File: src/rtl/vscale_htif_pkg.sv
// Shared definitions for the host-side HTIF engine: engine states, CSR
// addresses of the tohost/fromhost mailboxes and the PCR data width.
package vscale_htif_pkg;

  localparam int HTIF_PCR_WIDTH = 64;
  localparam int CSR_ADDR_WIDTH = 12;

  // Must track vscale_csr_addr_map
  localparam logic [CSR_ADDR_WIDTH-1:0] CSR_ADDR_TOHOST   = 12'h780;
  localparam logic [CSR_ADDR_WIDTH-1:0] CSR_ADDR_FROMHOST = 12'h781;

  typedef enum logic [3:0] {
    ST_IDLE,
    ST_WAIT,
    ST_RD_REQ,
    ST_RD_RESP,
    ST_CLR_REQ,
    ST_CLR_RESP,
    ST_FH_REQ,
    ST_FH_RESP,
    ST_DONE
  } htif_state_t;

endpackage

File: src/rtl/vscale_htif_poll_timer.sv
// Reloadable down-counter that paces tohost polling. Reports expiry when the
// count has reached zero; it holds at zero until reloaded.
module vscale_htif_poll_timer #(
  parameter int WIDTH = 6
) (
  input  logic             clk,
  input  logic             reset,
  input  logic             load,
  input  logic [WIDTH-1:0] load_value,
  input  logic             dec,
  output logic             expired
);

  logic [WIDTH-1:0] count;

  // Load has priority over decrement; never wraps below zero
  always_ff @(posedge clk) begin
    if (reset) begin
      count <= '0;
    end else if (load) begin
      count <= load_value;
    end else if (dec && (count != '0)) begin
      count <= count - WIDTH'(1);
    end
  end

  assign expired = (count == '0);

endmodule

File: src/rtl/vscale_htif_host.sv
// Host-side HTIF engine: polls tohost over the PCR channel, clears it once a
// nonzero value shows up and reports pass/fail, optionally with a timeout.
// Optional feature macro: VSCALE_HTIF_FROMHOST_ACK_EN adds an acknowledge
// write of 1 to fromhost after the tohost clear, before DONE.
//
// state       | meaning
// ST_IDLE     | waiting for enable
// ST_WAIT     | poll interval countdown, timeout checked here
// ST_RD_REQ   | read request for tohost presented
// ST_RD_RESP  | waiting for tohost read data
// ST_CLR_REQ  | write of 0 to tohost presented
// ST_CLR_RESP | waiting for clear write response
// ST_FH_REQ   | write of 1 to fromhost presented (feature builds only)
// ST_FH_RESP  | waiting for fromhost write response (feature builds only)
// ST_DONE     | result held until reset
module vscale_htif_host
  import vscale_htif_pkg::*;
#(
  parameter int PCR_W         = HTIF_PCR_WIDTH,
  parameter int ADDR_W        = CSR_ADDR_WIDTH,
  parameter int POLL_INTERVAL = 64,
  parameter int CNT_W         = 32
) (
  input  logic              clk,
  input  logic              reset,
  input  logic              enable,
  input  logic [CNT_W-1:0]  max_cycles,
  output logic              htif_pcr_req_valid,
  input  logic              htif_pcr_req_ready,
  output logic              htif_pcr_req_rw,
  output logic [ADDR_W-1:0] htif_pcr_req_addr,
  output logic [PCR_W-1:0]  htif_pcr_req_data,
  input  logic              htif_pcr_resp_valid,
  output logic              htif_pcr_resp_ready,
  input  logic [PCR_W-1:0]  htif_pcr_resp_data,
  output logic              done,
  output logic              pass,
  output logic              timed_out,
  output logic [PCR_W-2:0]  fail_code,
  output logic [CNT_W-1:0]  cycle_count
);

  // POLL_INTERVAL-1 always fits in clog2(POLL_INTERVAL) bits
  localparam int TIMER_W = (POLL_INTERVAL > 1) ? $clog2(POLL_INTERVAL) : 1;
  localparam logic [TIMER_W-1:0] TIMER_RELOAD = TIMER_W'(POLL_INTERVAL - 1);
  localparam logic [ADDR_W-1:0]  ADDR_TOHOST   = ADDR_W'(CSR_ADDR_TOHOST);
`ifdef VSCALE_HTIF_FROMHOST_ACK_EN
  localparam logic [ADDR_W-1:0]  ADDR_FROMHOST = ADDR_W'(CSR_ADDR_FROMHOST);
`endif

  htif_state_t state;

  logic req_fire;
  logic resp_fire;
  logic resp_zero;
  logic resp_one;
  logic timeout_hit;
  logic timer_load;
  logic timer_dec;
  logic timer_expired;

  assign req_fire    = htif_pcr_req_valid && htif_pcr_req_ready;
  assign resp_fire   = htif_pcr_resp_valid && htif_pcr_resp_ready;
  assign resp_zero   = (htif_pcr_resp_data == '0);
  assign resp_one    = (htif_pcr_resp_data == PCR_W'(1));
  assign timeout_hit = (max_cycles != '0) && (cycle_count >= max_cycles);

  assign timer_load = ((state == ST_IDLE) && enable) ||
                      ((state == ST_RD_RESP) && resp_fire && resp_zero);
  assign timer_dec  = (state == ST_WAIT) && !timer_expired;

  vscale_htif_poll_timer #(
    .WIDTH (TIMER_W)
  ) u_poll_timer (
    .clk        (clk),
    .reset      (reset),
    .load       (timer_load),
    .load_value (TIMER_RELOAD),
    .dec        (timer_dec),
    .expired    (timer_expired)
  );

  // Engine FSM; request fields are only written when a request is launched,
  // so they stay stable until the core accepts it
  always_ff @(posedge clk) begin
    if (reset) begin
      state               <= ST_IDLE;
      htif_pcr_req_valid  <= 1'b0;
      htif_pcr_req_rw     <= 1'b0;
      htif_pcr_req_addr   <= '0;
      htif_pcr_req_data   <= '0;
      htif_pcr_resp_ready <= 1'b0;
      done                <= 1'b0;
      pass                <= 1'b0;
      timed_out           <= 1'b0;
      fail_code           <= '0;
    end else begin
      case (state)
        ST_IDLE: begin
          if (enable) begin
            state <= ST_WAIT;
          end
        end

        ST_WAIT: begin
          if (timeout_hit) begin
            state     <= ST_DONE;
            done      <= 1'b1;
            timed_out <= 1'b1;
            pass      <= 1'b0;
            fail_code <= '0;
          end else if (timer_expired) begin
            state              <= ST_RD_REQ;
            htif_pcr_req_valid <= 1'b1;
            htif_pcr_req_rw    <= 1'b0;
            htif_pcr_req_addr  <= ADDR_TOHOST;
            htif_pcr_req_data  <= '0;
          end
        end

        ST_RD_REQ: begin
          if (req_fire) begin
            state               <= ST_RD_RESP;
            htif_pcr_req_valid  <= 1'b0;
            htif_pcr_resp_ready <= 1'b1;
          end
        end

        ST_RD_RESP: begin
          if (resp_fire) begin
            htif_pcr_resp_ready <= 1'b0;
            if (resp_zero) begin
              state <= ST_WAIT;
            end else begin
              state              <= ST_CLR_REQ;
              pass               <= resp_one;
              fail_code          <= resp_one ? '0 : htif_pcr_resp_data[PCR_W-1:1];
              htif_pcr_req_valid <= 1'b1;
              htif_pcr_req_rw    <= 1'b1;
              htif_pcr_req_addr  <= ADDR_TOHOST;
              htif_pcr_req_data  <= '0;
            end
          end
        end

        ST_CLR_REQ: begin
          if (req_fire) begin
            state               <= ST_CLR_RESP;
            htif_pcr_req_valid  <= 1'b0;
            htif_pcr_resp_ready <= 1'b1;
          end
        end

        ST_CLR_RESP: begin
          if (resp_fire) begin
            htif_pcr_resp_ready <= 1'b0;
`ifdef VSCALE_HTIF_FROMHOST_ACK_EN
            state              <= ST_FH_REQ;
            htif_pcr_req_valid <= 1'b1;
            htif_pcr_req_rw    <= 1'b1;
            htif_pcr_req_addr  <= ADDR_FROMHOST;
            htif_pcr_req_data  <= PCR_W'(1);
`else
            state <= ST_DONE;
            done  <= 1'b1;
`endif
          end
        end

`ifdef VSCALE_HTIF_FROMHOST_ACK_EN
        ST_FH_REQ: begin
          if (req_fire) begin
            state               <= ST_FH_RESP;
            htif_pcr_req_valid  <= 1'b0;
            htif_pcr_resp_ready <= 1'b1;
          end
        end

        ST_FH_RESP: begin
          if (resp_fire) begin
            state               <= ST_DONE;
            htif_pcr_resp_ready <= 1'b0;
            done                <= 1'b1;
          end
        end
`endif

        ST_DONE: begin
        end

        default: begin
          state               <= ST_IDLE;
          htif_pcr_req_valid  <= 1'b0;
          htif_pcr_resp_ready <= 1'b0;
        end
      endcase
    end
  end

  // Run-length counter: active outside IDLE and DONE, saturates at all-ones
  always_ff @(posedge clk) begin
    if (reset) begin
      cycle_count <= '0;
    end else if ((state != ST_IDLE) && (state != ST_DONE) && (cycle_count != '1)) begin
      cycle_count <= cycle_count + CNT_W'(1);
    end
  end

endmodule

File: config.mk
export PLATFORM = sky130hd
export DESIGN_NAME = vscale_htif_host
export DESIGN_NICKNAME = d
export VERILOG_FILES = /design/src/rtl/vscale_htif_pkg.sv /design/src/rtl/vscale_htif_poll_timer.sv /design/src/rtl/vscale_htif_host.sv
export SDC_FILE = /design/constraint.sdc
export NUM_CORES = 1
export LEC_CHECK = 0
export BUFFER_PORTS_ARGS = -buffer_cell sky130_fd_sc_hd__buf_2
export CAP_MARGIN = 20
export CORE_MARGIN = 1.5
export CORE_UTILIZATION = 27
export CTS_CLUSTER_DIAMETER = 50
export DETAILED_ROUTE_END_ITERATION = 6
export GPL_TIMING_DRIVEN = 0
export PLACE_DENSITY = 0.47
export SLEW_MARGIN = 20
export SYNTH_ARGS = -nofsm -noshare
export SYNTH_HDL_FRONTEND = slang
export SYNTH_SLANG_ARGS = --single-unit
File: constraint.sdc
create_clock -name clk -period 3.32 [get_ports clk]
set_clock_uncertainty 0.15 [all_clocks]
set_input_delay 0.996 -clock clk [delete_from_list [all_inputs] [get_ports clk]]
set_output_delay 0.996 -clock clk [all_outputs]
set_load 0.01 [all_outputs]
==> metrics.txt <==
# TYPE chip_impl_metric gauge
chip_impl_info{name="outcome",value="finished, final reports clean"} 1
chip_impl_metric{name="netlist-cell-type-count",unit=""} 52
chip_impl_metric{name="clk_pin_slew",unit="ns"} 0.08
chip_impl_metric{name="vdd_ir_drop_max",unit="mV"} 0.260
chip_impl_metric{name="maxClockFrequency",unit="GHz"} 0.314
chip_impl_metric{name="synthesis.yosys.warnings",unit=""} 0
chip_impl_metric{name="hpwlAfterDp",unit="um"} 13700
chip_impl_metric{name="cts-htree-levels",unit=""} 3
chip_impl_metric{name="layout.filler_cells",unit=""} 2331
chip_impl_metric{name="synth_edf_count",unit=""} 0
chip_impl_info{name="critical_path.endpoint_type",value="register"} 1
chip_impl_info{name="root_buffer_selected_by_cts",value="sky130_fd_sc_hd__clkbuf_16"} 1
chip_impl_info{name="synth_most_common_cell",value="sky130_fd_sc_hd__dfxtp_1"} 1
chip_impl_metric{name="syn-cell-area",unit="sq um"} 5970
chip_impl_metric{name="report.final.slew_viol_count",unit=""} 0
chip_impl_metric{name="async_reset_ff_share",unit="%"} 0
chip_impl_metric{name="detail_route.first_pass.iterations",unit=""} 4
chip_impl_info{name="cp_slowest_cell",value="sky130_fd_sc_hd__a221oi_1"} 1
chip_impl_metric{name="clk_latency",unit="ns"} 0.36
chip_impl_metric{name="worst_ep_arrival_time",unit="ns"} 3.34
chip_impl_metric{name="floorplan.core_area",unit="sq um"} 21800
chip_impl_metric{name="floorplan.io_pins",unit=""} 278
chip_impl_metric{name="cts.repair_timing.setup_buffer_count",unit=""} 0
chip_impl_metric{name="netlist.area_leader.share",unit="%"} 37.5
chip_impl_metric{name="synthToLayoutAreaGrowth",unit="%"} 32.9
chip_impl_metric{name="finalHoldViolCount",unit=""} 0
chip_impl_metric{name="detail-route-antenna-nets",unit=""} 0
chip_impl_metric{name="die_x",unit="um"} 152
chip_impl_metric{name="placement_rows",unit=""} 54
chip_impl_metric{name="initial_core_util",unit="%"} 27.5
chip_impl_info{name="grt_setup_unrepaired",value="no"} 1
chip_impl_metric{name="power.density",unit="nW/um^2"} 511
chip_impl_metric{name="grt.overflow.total",unit=""} 0
chip_impl_metric{name="route.vias.total",unit=""} 5434
chip_impl_info{name="post-synth-top-area-cell",value="sky130_fd_sc_hd__dfxtp_1"} 1
chip_impl_metric{name="grtUsageTotal",unit="%"} 14.5
chip_impl_metric{name="antenna_found_initial",unit=""} 0
chip_impl_metric{name="synthCells",unit=""} 664
chip_impl_metric{name="grt_first_pass_wirelength",unit="um"} 25800
chip_impl_metric{name="layout-drive-gt1-share",unit="%"} 34.6
chip_impl_metric{name="cap_violations",unit=""} 0
chip_impl_info{name="synthTopCellsByCount",value="sky130_fd_sc_hd__dfxtp_1, sky130_fd_sc_hd__buf_4, sky130_fd_sc_hd__a22o_1, sky130_fd_sc_hd__nor2_1, sky130_fd_sc_hd__inv_1"} 1
chip_impl_metric{name="finalWorstPathRequiredPeriod",unit="ns"} 3.19
chip_impl_metric{name="path_max_fanout",unit=""} 10
chip_impl_metric{name="routabilityCongestion",unit=""} 0.781
chip_impl_info{name="synthTopCellsByArea",value="sky130_fd_sc_hd__dfxtp_1, sky130_fd_sc_hd__buf_4, sky130_fd_sc_hd__a22o_1, sky130_fd_sc_hd__ha_1, sky130_fd_sc_hd__a21oi_1"} 1
chip_impl_metric{name="largest_stage_delay_on_the_critical_path",unit="ns"} 0.52
chip_impl_metric{name="number_of_sinks_handled_by_clock_tree_synthesis",unit=""} 112
chip_impl_metric{name="chipHeight",unit="um"} 152
chip_impl_metric{name="antenna_cells_inserted",unit=""} 0
chip_impl_metric{name="yosys_register_bits",unit=""} 112
chip_impl_info{name="timing.hold.worst.class",value="register to register"} 1
chip_impl_metric{name="power.total",unit="mW"} 4.06
chip_impl_metric{name="synth_area_per_cell",unit="sq um"} 9.00
chip_impl_metric{name="drt_drc_violations_left",unit=""} 0
chip_impl_metric{name="worst-endpoint-required",unit="ns"} 3.48
chip_impl_metric{name="grt_start_max_net_pins",unit=""} 24
chip_impl_info{name="ys_dominant_reg_cell",value="sky130_fd_sc_hd__dfxtp_1"} 1
chip_impl_info{name="critical-path-top-cell-by-count",value="sky130_fd_sc_hd__a21oi_1"} 1
chip_impl_metric{name="detail_route.vias_per_cell",unit=""} 4.40
chip_impl_info{name="tritoncts",value="built"} 1
chip_impl_info{name="path_cells",value="buf_2 > inv_1 > ha_1 > a21oi_1 > o21ai_0 > a221oi_1 > a21oi_1 > a21oi_1 > a31o_2 > buf_6 > buf_6 > a22o_1"} 1
chip_impl_metric{name="tritoncts.num_buffers",unit=""} 9
chip_impl_info{name="criticalPathCategory",value="input port to register"} 1
chip_impl_metric{name="synth-seq-area-share",unit="%"} 37.5
chip_impl_metric{name="drt_iter0_drc",unit=""} 171
chip_impl_metric{name="finalSetupViolCount",unit=""} 0
chip_impl_metric{name="routed_wire_length_per_instance",unit="um"} 13.9
chip_impl_metric{name="setup.reg_to_reg.worst_slack",unit="ns"} 0.47
chip_impl_metric{name="dieArea",unit="sq um"} 23000
chip_impl_metric{name="timing.final.crit_share",unit="%"} 96.0
chip_impl_info{name="worstSetupStartpointType",value="input port"} 1
chip_impl_metric{name="layout.core_utilization",unit="%"} 36.5
chip_impl_metric{name="drt_wl_total",unit="um"} 17200
chip_impl_metric{name="slew_headroom",unit="%"} 35.3
chip_impl_metric{name="final_net_count",unit=""} 1087
chip_impl_metric{name="worst_slew_pin_slew",unit="ns"} 0.963
chip_impl_metric{name="buffer_ports.inserted",unit=""} 205
chip_impl_metric{name="first_global_vias",unit=""} 4830
chip_impl_metric{name="cts_buffer_depth",unit=""} 2
chip_impl_metric{name="leakagePower",unit="nW"} 4.01
-- critical path: cells and delay by family --
family                     cells  cell delay (ns)
buffers and inverters          4             0.46
AOI/OAI and AO/OA              7             1.56
adders and majority gates      1             0.32
-- cells by family (layout without fill, tap and decap cells) --
kind of cell,count (synthesis),in the layout,share of synthesized area [%]
AO/OA/AOI/OAI,137,137,16.7
XOR/XNOR,32,32,4.69
adder cells (fa/ha/maj),35,35,7.33
buffers and inverters,145,366,15.0
flip-flops,112,112,37.5
multiplexers,2,2,0.356
other,1,72,0.0628
AND/OR/NAND/NOR,200,200,18.3
-- cell usage in the layout (no fill, tap or decap), drive strengths merged, types with 28 or more instances in the layout --
| cell type | count |
|---|---|
| a21oi | 39 |
| a22o | 63 |
| buf | 297 |
| conb | 72 |
| dfxtp | 112 |
| ha | 35 |
| inv | 48 |
| nand2 | 41 |
| nor2 | 48 |
| nor4 | 28 |
-- power breakdown --
group          switching, mW  total, mW  internal, mW
clock                  0.598       1.15         0.547
combinational          0.705       1.27         0.560
sequential             0.123       1.65          1.52
total                   1.43       4.06          2.63
-- routing by layer --
metal,global-route usage (%),wire [um],vias up
met5,0,0,-
met4,3.37,164,0
met3,4.19,1430,13
met2,23.5,7770,189
met1,19.0,7820,2430
li1,-,-,2802
-- path summary, 6_finish.rpt --
| path | startpoint | endpoint | cells after the start |
|---|---|---|---|
| worst min-delay path | pass$_SDFFE_PP0P_ | pass$_SDFFE_PP0P_ | 1 |
| worst max register to register | cycle_count[21]$_SDFFE_PP0P_ | fail_code[32]$_SDFFE_PP0P_ | 10 |
| worst max-delay path | max_cycles[23] | fail_code[32]$_SDFFE_PP0P_ | 12 |
| worst min register to register | pass$_SDFFE_PP0P_ | pass$_SDFFE_PP0P_ | 1 |
-- per-stage QoR --
step           hold WS (ns)  worst slack (ns)  TNS [ns]  cell area (sq um)  instances
2_1_floorplan         0.320             0.170         0               6240        735
3_3_place_gp          0.296            -0.294    -18.55               7620       1220
3_5_place_dp          0.300            -0.297    -18.87               7620       1220
4_1_cts               0.320            0.0850         0               7930       1236
5_1_grt               0.340           0.00380         0               7940       1236
6_report              0.314             0.134         0               7940       1236
-- registers in the layout (all words and copies together) (netlist names) --
signal	count
htif_pcr_resp_ready	1
timed_out	1
u_poll_timer.count	6
htif_pcr_req_rw	1
htif_pcr_req_valid	1
pass	1
htif_pcr_req_addr	1
fail_code	63
done	1
state	4
cycle_count	32
-- area by class of cell --
cell class              count  area [sq um]  share of cell area, %
plain buffers             100           728                   9.17
clock buffers               9           225                   2.84
clock inverters             7          91.3                   1.15
inverters                  45           169                   2.13
multi-input cells         478          3110                   39.1
flip-flops and latches    112          2240                   28.2
well taps                 280           350                   4.41
repair buffers            205          1030                   12.9
-- timing repair --
item,CTS,global route
endpoints found under the setup margin,0,58
resized for setup,0,1
hold buffers,0,0
No activity file was read; power rests on OpenSTA's default activity.
